### src/rtl/iic_dac_ctrl.sv
`default_nettype none
// ============================================================================
// Module   : iic_dac_ctrl
// Brief    : Multi-channel I2C DAC write/readback sequencer with round-robin
//            arbitration, per-transfer timeout and optional write verify
//            (enable with `define DAC_READBACK_VERIFY_EN).
// Revision : 1.0 - initial release
// ============================================================================
module iic_dac_ctrl #(
    parameter logic [6:0] SLAVE_ADDR  = 7'b0001100,
    parameter int         NUM_CH      = 2,
    parameter int         DATA_W      = 12,
    parameter int         TIMEOUT_CYC = 4096,
    localparam int        CH_W        = (NUM_CH > 1) ? $clog2(NUM_CH) : 1
) (
    input  logic                     sys_clk,
    input  logic                     sys_rst,
    input  logic [NUM_CH-1:0]        wr_start_i,
    input  logic [NUM_CH*DATA_W-1:0] wr_data_i,
    input  logic                     rd_start_i,
    input  logic [CH_W-1:0]          rd_ch_i,
    output logic [DATA_W-1:0]        rd_data_o,
    output logic                     rd_valid_o,
    output logic                     busy_o,
    output logic                     err_o,
    output logic [1:0]               err_code_o,
    input  logic                     err_clr_i,
    output logic [6:0]               device_addr_o,
    output logic                     iic_wr_req_o,
    output logic [7:0]               iic_wr_addr_o,
    output logic [15:0]              iic_wr_data_o,
    input  logic                     iic_wr_ack_i,
    input  logic                     iic_wr_done_i,
    output logic                     iic_rd_req_o,
    output logic [7:0]               iic_rd_addr_o,
    input  logic                     iic_rd_ack_i,
    input  logic                     iic_rd_done_i,
    input  logic [15:0]              iic_rd_data_i
);

    localparam int         TMO_W        = $clog2(TIMEOUT_CYC + 1);
    localparam logic [1:0] c_ERR_TMO    = 2'b01;
`ifdef DAC_READBACK_VERIFY_EN
    localparam logic [1:0] c_ERR_VERIFY = 2'b10;
`endif

    typedef enum logic [2:0] {
        S_IDLE     = 3'd0,
        S_WR_REQ   = 3'd1,
        S_WR_WAIT  = 3'd2,
        S_RD_REQ   = 3'd3,
        S_RD_WAIT  = 3'd4
`ifdef DAC_READBACK_VERIFY_EN
        ,
        S_VRD_REQ  = 3'd5,
        S_VRD_WAIT = 3'd6
`endif
    } state_t;

    state_t                         r_state;
    logic [NUM_CH-1:0]              r_pend;
    logic [NUM_CH-1:0][DATA_W-1:0]  r_data;
    logic                           r_rd_pend;
    logic [CH_W-1:0]                r_rd_ch;
    logic [CH_W-1:0]                r_rr_next;
    logic [TMO_W-1:0]               r_tmo_cnt;
    logic [DATA_W-1:0]              r_rd_data;
    logic                           r_rd_valid;
    logic                           r_err;
    logic [1:0]                     r_err_code;
    logic                           r_wr_req;
    logic [7:0]                     r_wr_addr;
    logic [15:0]                    r_wr_data;
    logic                           r_rd_req;
    logic [7:0]                     r_rd_addr;
`ifdef DAC_READBACK_VERIFY_EN
    logic [DATA_W-1:0]              r_snap;
`endif

    logic                           w_found;
    logic [CH_W-1:0]                w_sel;
    logic                           w_tmo;
    logic                           w_unused;

    // Wraps base+offs into 0..NUM_CH-1 without a modulo operator.
    function automatic logic [CH_W-1:0] rr_idx(input logic [CH_W-1:0] base, input int offs);
        int s;
        s = int'(base) + offs;
        if (s >= NUM_CH) s = s - NUM_CH;
        return CH_W'(s);
    endfunction

    always_comb begin
        w_found = 1'b0;
        w_sel   = '0;
        for (int i = 0; i < NUM_CH; i++) begin
            if (!w_found && r_pend[rr_idx(r_rr_next, i)]) begin
                w_found = 1'b1;
                w_sel   = rr_idx(r_rr_next, i);
            end
        end
    end

    assign w_tmo    = (r_tmo_cnt == TMO_W'(TIMEOUT_CYC - 1));
    assign w_unused = ^iic_rd_data_i[15:DATA_W];

    always_ff @(posedge sys_clk) begin
        if (sys_rst) begin
            r_state    <= S_IDLE;
            r_pend     <= '0;
            r_data     <= '0;
            r_rd_pend  <= 1'b0;
            r_rd_ch    <= '0;
            r_rr_next  <= '0;
            r_tmo_cnt  <= '0;
            r_rd_data  <= '0;
            r_rd_valid <= 1'b0;
            r_err      <= 1'b0;
            r_err_code <= 2'b00;
            r_wr_req   <= 1'b0;
            r_wr_addr  <= '0;
            r_wr_data  <= '0;
            r_rd_req   <= 1'b0;
            r_rd_addr  <= '0;
`ifdef DAC_READBACK_VERIFY_EN
            r_snap     <= '0;
`endif
        end else begin
            r_rd_valid <= 1'b0;
            // Clear first so a same-cycle error assignment below takes priority.
            if (err_clr_i) begin
                r_err      <= 1'b0;
                r_err_code <= 2'b00;
            end

            case (r_state)
                S_IDLE: begin
                    r_tmo_cnt <= '0;
                    if (r_rd_pend) begin
                        r_state   <= S_RD_REQ;
                        r_rd_req  <= 1'b1;
                        r_rd_addr <= 8'd1 << r_rd_ch;
                    end else if (w_found) begin
                        r_state       <= S_WR_REQ;
                        r_wr_req      <= 1'b1;
                        r_wr_addr     <= 8'd1 << w_sel;
                        r_wr_data     <= {2'b00, {(14-DATA_W){1'b0}}, r_data[w_sel]};
                        r_pend[w_sel] <= 1'b0;
                        r_rr_next     <= rr_idx(w_sel, 1);
`ifdef DAC_READBACK_VERIFY_EN
                        r_snap        <= r_data[w_sel];
`endif
                    end
                end
                S_WR_REQ: begin
                    if (iic_wr_ack_i) begin
                        r_state   <= S_WR_WAIT;
                        r_wr_req  <= 1'b0;
                        r_tmo_cnt <= '0;
                    end else if (w_tmo) begin
                        r_state    <= S_IDLE;
                        r_wr_req   <= 1'b0;
                        r_err      <= 1'b1;
                        r_err_code <= c_ERR_TMO;
                    end else begin
                        r_tmo_cnt <= r_tmo_cnt + TMO_W'(1);
                    end
                end
                S_WR_WAIT: begin
                    if (iic_wr_done_i) begin
`ifdef DAC_READBACK_VERIFY_EN
                        r_state   <= S_VRD_REQ;
                        r_rd_req  <= 1'b1;
                        r_rd_addr <= r_wr_addr;
                        r_tmo_cnt <= '0;
`else
                        r_state   <= S_IDLE;
`endif
                    end else if (w_tmo) begin
                        r_state    <= S_IDLE;
                        r_err      <= 1'b1;
                        r_err_code <= c_ERR_TMO;
                    end else begin
                        r_tmo_cnt <= r_tmo_cnt + TMO_W'(1);
                    end
                end
                S_RD_REQ: begin
                    if (iic_rd_ack_i) begin
                        r_state   <= S_RD_WAIT;
                        r_rd_req  <= 1'b0;
                        r_tmo_cnt <= '0;
                    end else if (w_tmo) begin
                        r_state    <= S_IDLE;
                        r_rd_req   <= 1'b0;
                        r_rd_pend  <= 1'b0;
                        r_err      <= 1'b1;
                        r_err_code <= c_ERR_TMO;
                    end else begin
                        r_tmo_cnt <= r_tmo_cnt + TMO_W'(1);
                    end
                end
                S_RD_WAIT: begin
                    if (iic_rd_done_i) begin
                        r_state    <= S_IDLE;
                        r_rd_data  <= iic_rd_data_i[DATA_W-1:0];
                        r_rd_valid <= 1'b1;
                        r_rd_pend  <= 1'b0;
                    end else if (w_tmo) begin
                        r_state    <= S_IDLE;
                        r_rd_pend  <= 1'b0;
                        r_err      <= 1'b1;
                        r_err_code <= c_ERR_TMO;
                    end else begin
                        r_tmo_cnt <= r_tmo_cnt + TMO_W'(1);
                    end
                end
`ifdef DAC_READBACK_VERIFY_EN
                S_VRD_REQ: begin
                    if (iic_rd_ack_i) begin
                        r_state   <= S_VRD_WAIT;
                        r_rd_req  <= 1'b0;
                        r_tmo_cnt <= '0;
                    end else if (w_tmo) begin
                        r_state    <= S_IDLE;
                        r_rd_req   <= 1'b0;
                        r_err      <= 1'b1;
                        r_err_code <= c_ERR_TMO;
                    end else begin
                        r_tmo_cnt <= r_tmo_cnt + TMO_W'(1);
                    end
                end
                S_VRD_WAIT: begin
                    if (iic_rd_done_i) begin
                        r_state <= S_IDLE;
                        if (iic_rd_data_i[DATA_W-1:0] != r_snap) begin
                            r_err      <= 1'b1;
                            r_err_code <= c_ERR_VERIFY;
                        end
                    end else if (w_tmo) begin
                        r_state    <= S_IDLE;
                        r_err      <= 1'b1;
                        r_err_code <= c_ERR_TMO;
                    end else begin
                        r_tmo_cnt <= r_tmo_cnt + TMO_W'(1);
                    end
                end
`endif
                default: begin
                    r_state  <= S_IDLE;
                    r_wr_req <= 1'b0;
                    r_rd_req <= 1'b0;
                end
            endcase

            // New strobes win over the FSM clearing the same channel's pend bit.
            for (int ch = 0; ch < NUM_CH; ch++) begin
                if (wr_start_i[ch]) begin
                    r_pend[ch] <= 1'b1;
                    r_data[ch] <= wr_data_i[ch*DATA_W +: DATA_W];
                end
            end
            if (rd_start_i && !r_rd_pend) begin
                r_rd_pend <= 1'b1;
                r_rd_ch   <= rd_ch_i;
            end
        end
    end

    assign busy_o        = (r_state != S_IDLE) || (|r_pend) || r_rd_pend;
    assign rd_data_o     = r_rd_data;
    assign rd_valid_o    = r_rd_valid;
    assign err_o         = r_err;
    assign err_code_o    = r_err_code;
    assign device_addr_o = SLAVE_ADDR;
    assign iic_wr_req_o  = r_wr_req;
    assign iic_wr_addr_o = r_wr_addr;
    assign iic_wr_data_o = r_wr_data;
    assign iic_rd_req_o  = r_rd_req;
    assign iic_rd_addr_o = r_rd_addr;

endmodule
`default_nettype wire
### config.mk
export PLATFORM = sky130hd
export DESIGN_NAME = iic_dac_ctrl
export DESIGN_NICKNAME = d
export VERILOG_FILES = /design/src/rtl/iic_dac_ctrl.sv
export SDC_FILE = /design/constraint.sdc
export NUM_CORES = 1
export LEC_CHECK = 0
export BUFFER_PORTS_ARGS = -buffer_cell sky130_fd_sc_hd__buf_2
export CAP_MARGIN = 20
export CORE_MARGIN = 4
export CORE_UTILIZATION = 54
export CTS_CLUSTER_SIZE = 28
export DETAILED_ROUTE_END_ITERATION = 8
export HOLD_SLACK_MARGIN = 0.03
export PLACE_DENSITY = 0.88
export SETUP_SLACK_MARGIN = 0.1
export SYNTH_ARGS = -nofsm -noshare
export SYNTH_HDL_FRONTEND = slang
export SYNTH_SLANG_ARGS = --single-unit
### constraint.sdc
create_clock -name sys_clk -period 3.6 [get_ports sys_clk]
set_input_delay 0.36 -clock sys_clk [delete_from_list [all_inputs] [get_ports sys_clk]]
set_output_delay 0.36 -clock sys_clk [all_outputs]
set_load 0.02 [all_outputs]
# ---- Word-level counts from Yosys, hierarchy flattened
# Index checks and enable logic that the tools add are counted.
dict set report word_totals {
  elab_cells 145
  input_bits 51
  output_inout_bits 58
  ff_bits 91
}
dict set report op_classes {
  n_eq_ne 16
  shift 2
  n_addsub 6
  reduce_logical 28
  order_cmp 7
  muxes 62
  bitwise_logic 6
}
# op n
set ops {}
lappend ops {{13-bit two-way mux} 5}
lappend ops {{13-bit one-hot mux with 5 select lines} 1}
lappend ops {{1-bit two-way mux} 31}
lappend ops {{12-bit two-way mux} 2}
lappend ops {{3-bit two-way mux} 7}
lappend ops {{2-bit two-way mux} 9}
lappend ops {{1-bit by 1-bit left shift with 8-bit output (first input constant)} 2}
lappend ops {{3-bit one-hot mux with 5 select lines} 1}
lappend ops {{3-bit AND reduction} 5}
lappend ops {{2-bit != test (second input constant)} 7}
lappend ops {{13-bit by 1-bit adder with 13-bit output (second input constant)} 1}
lappend ops {{13-bit by 12-bit == test with 1-bit output (second input constant)} 1}
lappend ops {{3-bit != test (second input constant)} 4}
lappend ops {{2-bit one-hot mux with 4 select lines} 1}
lappend ops {{2-bit nonzero test} 4}
lappend ops {{3-bit by 2-bit == test with 1-bit output (second input constant)} 2}
lappend ops {{1-bit by 2-bit less-than comparator with 1-bit output (second input constant)} 3}
lappend ops {{1-bit one-hot mux with 3 select lines} 2}
lappend ops {{2-bit AND reduction} 3}
lappend ops {{3-bit nonzero test} 2}
lappend ops {{3-bit OR reduction} 2}
lappend ops {{5-bit nonzero test} 1}
lappend ops {{1-bit by 1-bit adder with 2-bit output (second input constant)} 2}
lappend ops {{2-bit greater-or-equal comparator (second input constant)} 2}
lappend ops {{17 further kinds} 27}

# ---- Longest topological paths before layout
dict set report depth {
  word_depth 18
  ltp_mapped 8
  depth_no_buf 6
}

# ---- Least setup slack after synthesis
# Ideal clock, no wire load.
dict set report synth_path {
  kind {register -> register}
  from {register r_tmo_cnt[0]}
  to {register r_tmo_cnt[1]}
  setup_ns 0.118
  stages_incl_launch_ff 8
  path_slack_ns 1.694
  t_required_ns 3.482
  n_path_buf 1
  synth_period_minus_slack_ns 1.906
  arrival_time_ns 1.788
  cell_sequence {dfxtp_1 > ha_1 > nand3_1 > or4_1 > clkbuf_1 > o21ai_0 > mux2i_1 > nor2_1}
}
dict set report synth_between {
  elab_chain_len 4
  word_cells_on_any_way 8
  classes_between {1 x add/sub; 1 x eq/ne; 6 x mux}
}
# element line
set synth_lines {}
lappend synth_lines {{start: declaration} 66} ;# logic [TMO_W-1:0] r_tmo_cnt;
lappend synth_lines {{start signal: assignment} 166} ;# r_tmo_cnt <= r_tmo_cnt + TMO_W'(1);
lappend synth_lines {{start signal: assignment} 184} ;# r_tmo_cnt <= r_tmo_cnt + TMO_W'(1);
lappend synth_lines {{start signal: assignment} 199} ;# r_tmo_cnt <= r_tmo_cnt + TMO_W'(1);
lappend synth_lines {{13-bit by 1-bit adder with 13-bit output or 13-bit by 12-bit == test with 1-bit output (tied branches)} -}
lappend synth_lines {{13-bit two-way mux *} -}
lappend synth_lines {{13-bit two-way mux (on tied branches)} -}
lappend synth_lines {{13-bit one-hot mux with 5 select lines *} 136} ;# case (r_state)
# Mark *: on every way between the ends. The rest lies on a longest branch, timed or not. The select of a mux whose other input is x is not followed.
# A chain may end at the register's enable or synchronous reset.

# ---- Worst setup path in the final report
dict set report layout_path {
  from {register r_state[2]}
  to {register r_tmo_cnt[5]}
}
dict set report layout_between {
  elab_chain_len 3
  word_cells_on_any_way 10
  classes_between {6 x eq/ne; 1 x mux; 3 x reduce/logical}
}
# element line
set layout_lines {}
lappend layout_lines {{start: declaration} 60} ;# state_t r_state;
lappend layout_lines {{start signal: assignment} 109} ;# r_state <= S_IDLE;
lappend layout_lines {{start signal: assignment} 140} ;# r_state <= S_RD_REQ;
lappend layout_lines {{start signal: assignment} 144} ;# r_state <= S_WR_REQ;
lappend layout_lines {{3-bit == test (tied with other cells)} 136}
lappend layout_lines {{5-bit nonzero test (no source line) or 2-bit != test (tied branches)} -}
lappend layout_lines {{3-bit AND reduction (no source line)} -}
# Parallel ways exist; a longest one is shown, timed or not.

==> flow_summary.json <==
{
  "avgSynthCellArea_sq_um": 8.82,
  "holdCritPathClass": "input pin to flop",
  "internal_power_mw": 1.42,
  "setup-tns-final_ns": 0,
  "grt_overflow_total": 0,
  "yosys.area_share.xor_xnor_pct": 1.04,
  "clk_latency_ns": 0.34,
  "cts_root_buffer": "clkbuf_8",
  "finish.utilization_pct": 64.7,
  "synth_adder_area_share_pct": 0.371,
  "dieWidth_microns": 87.0,
  "grt_pass1_wl_microns": 12700,
  "cts.clk_slew.worst_paths_ns": 0.08,
  "seq_area_frac_synth_pct": 46.3,
  "die-area_sq_um": 7570,
  "cts-resized-gates": 0,
  "numCtsBuffers": 9,
  "die-height_microns": 87.0,
  "slew_headroom_pct": 21.8,
  "vias": 2995,
  "ant_nets": 0,
  "p_seq_share_pct": 48.7,
  "coreArea_sq_um": 5990,
  "p_leak_nw": 1.70,
  "endpoint_kind": "flop",
  "place_ws_ns": 1.18,
  "vias_per_cell": 5.68,
  "fmax_ghz": 0.402,
  "nNetsFinal": 501,
  "wl_microns": 7870,
  "dp.cells": 513,
  "syn2layout_area_growth_pct": 15.1,
  "whs_ns": 0.249,
  "syn_area_sq_um": 3370,
  "synthFlopType": "dfxtp_1",
  "pwr_density_cell_nw_per_um2": 501,
  "cts_max_level": 3,
  "netSwitchingFraction_pct": 26.9,
  "fin_ws_ns": 1.11,
  "grt_pass1_vias": 2776,
  "clockBufferDepth": 2,
  "hold_viol": 0,
  "clkSinkCount": 78,
  "synthSimpleGateAreaFrac_pct": 19.3,
  "hpwl_microns": 5600,
  "rows": 28,
  "arrival_ns": 2.73,
  "gp_congestion": 0.904,
  "fin_worst_skew_ns": 0.00714,
  "rrSetupSlack_ns": 1.11,
  "ys_types": 49,
  "grt_setup_unrepaired": "false",
  "synth_edf_count": 0,
  "status": "completed",
  "worstMarginPinSlew_ns": 1.17,
  "period_minus_slack_ns": 2.49,
  "synth_compound_area_share_pct": 15.2,
  "r2r_cells": 5,
  "muxShareOfSynthArea_pct": 8.31,
  "dr.pass1.iters": 5,
  "slew_viol_final": 0,
  "hold_buffers": 0,
  "layoutNonFillerInstCount": 527,
  "avgRoutedWirePerCell_microns": 14.9,
  "drt_first_iter_violations": 234,
  "grt_usage_pct": 21.1,
  "drc": 0,
  "p_sw_mw": 0.523,
  "worstSetupStartpointType": "flop",
  "post_cts_buffers": 0,
  "critPathMaxFanout": 14,
  "syn_inst": 382,
  "grt_max_degree": 38,
  "cts_tree": "built",
  "hold_depth": 3,
  "initial_core_util_pct": 56.3,
  "period_share_pct": 69.2,
  "drive_gt1_share_pct": 22.1,
  "drv_cap": 0,
  "required_ns": 3.84,
  "power.share.clock_pct": 35.8,
  "critical_path_class": "flop to flop",
  "ys_ff_latch": 78,
  "ios": 109,
  "antenna_found_initial": 0,
  "synth_top_family_by_area": "simple AND/OR/NAND/NOR gates",
  "ys_async_sr_fraction_pct": 0,
  "setup_viol": 0,
  "p_comb_share_pct": 15.5,
  "yosysWarnings": 0,
  "ir_drop_uv": 365,
  "diodes": 0,
  "portBuffers": 81
}
-- final cells by class --
| type | count | area [sq um] |
|---|---|---|
| sequential | 78 | 1560 |
| clock inverter | 4 | 72.6 |
| inverter | 6 | 22.5 |
| timing repair buffer | 82 | 413 |
| multi-input combinational | 272 | 1580 |
| clock buffer | 10 | 138 |
| fill | 480 | 2110 |
| tap | 75 | 93.8 |
-- Yosys cell counts, types with 2 or more instances --
master,instances,area share (%)
or4_1,3,0.67
nor3_1,5,0.74
o21ai_0,7,1.0
conb_1,2,0.22
a2111oi_0,3,0.78
and3_1,9,1.7
a311oi_1,2,0.52
nand3_1,7,1.0
nand2b_1,4,0.74
or2_2,2,0.37
clkbuf_1,12,1.3
a41oi_1,2,0.52
o21ai_1,2,0.30
buf_6,2,0.67
nor2_1,61,6.8
mux2i_1,28,8.3
nand2_1,34,3.8
buf_2,2,0.30
buf_4,25,5.6
dfxtp_1,78,46
xor2_1,3,0.78
inv_1,6,0.67
nor2b_1,5,0.93
nor4_1,2,0.37
buf_1,6,0.67
nand4_1,4,0.74
a222oi_1,12,3.6
a21oi_1,33,4.9
-- routing by layer --
metal  part of all wire (%)  global-route usage, %  vias up  routed length, microns
met5                      0                      0        -                       0
met4                    1.9                   7.93        0                     153
met3                    8.7                   6.62       18                     686
met2                     49                   35.5      138                    3880
met1                     40                   25.1     1402                    3150
li1                       -                      -     1437                       -
-- cell usage in the layout, fill, tap and decap left out, types with 9 or more instances in the layout --
cell type / synthesis / layout
dfxtp_1: 78 / 78
buf_2: 2 / 81
nand2_1: 34 / 34
clkbuf_8: 0 / 10
mux2i_1: 28 / 28
nor2_1: 61 / 61
a21oi_1: 33 / 33
and3_1: 9 / 9
conb_1: 2 / 23
a222oi_1: 12 / 12
-- through the flow --
stage / instance area [sq um] / power (mW)
after floorplan: 3450 / 1.21
after global placement: 3670 / 1.25
after detailed placement: 3670 / 1.26
after CTS: 3880 / 1.95
after global routing: 3880 / 2.03
final: 3880 / 1.94
-- flip-flops by register name, indices dropped and copies added, names as in the netlist --
register	cells
err_code_o	2
iic_rd_addr_o	2
iic_wr_data_o	12
r_rd_ch	1
iic_rd_req_o	1
rd_valid_o	1
iic_wr_addr_o	2
r_rd_pend	1
rd_data_o	12
r_tmo_cnt	13
r_state	3
r_data	24
r_pend	2
iic_wr_req_o	1
err_o	1
-- worst max-delay path, cell delays in order, from the launching register on --
cell and delay, ns:
dfxtp_1 0.59, inv_1 0.20, or3_1 0.45, a21oi_1 0.65, a41oi_1 0.22, a311oi_1 0.28
-- worst paths after layout --
check / startpoint / to
min reg2reg: rd_data_o[4]$_SDFFE_PP0P_ / rd_data_o[4]$_SDFFE_PP0P_
max: r_state[2]$_SDFFE_PP0P_ / r_tmo_cnt[5]$_SDFFE_PP0P_
min: iic_rd_data_i[8] / rd_data_o[8]$_SDFFE_PP0P_
max reg2reg: r_state[2]$_SDFFE_PP0P_ / r_tmo_cnt[5]$_SDFFE_PP0P_
-- kinds of logic after synthesis --
logic type / after synthesis
buf+inv: 53
flops: 78
mux: 28
other cells: 2
xor+xnor: 4
fa+ha+maj: 1
simple gates: 142
compound gates: 74
-- power groups by stage --
stage | sequential [mW] | combinational (mW) | clock [mW]
floorplan | 0.965 | 0.243 | 0
global placement | 0.961 | 0.291 | 0
detailed placement | 0.964 | 0.298 | 0
CTS | 0.945 | 0.299 | 0.706
global route | 0.951 | 0.332 | 0.752
finish | 0.946 | 0.300 | 0.696
Note: power is estimated with default switching activity, not from simulation.
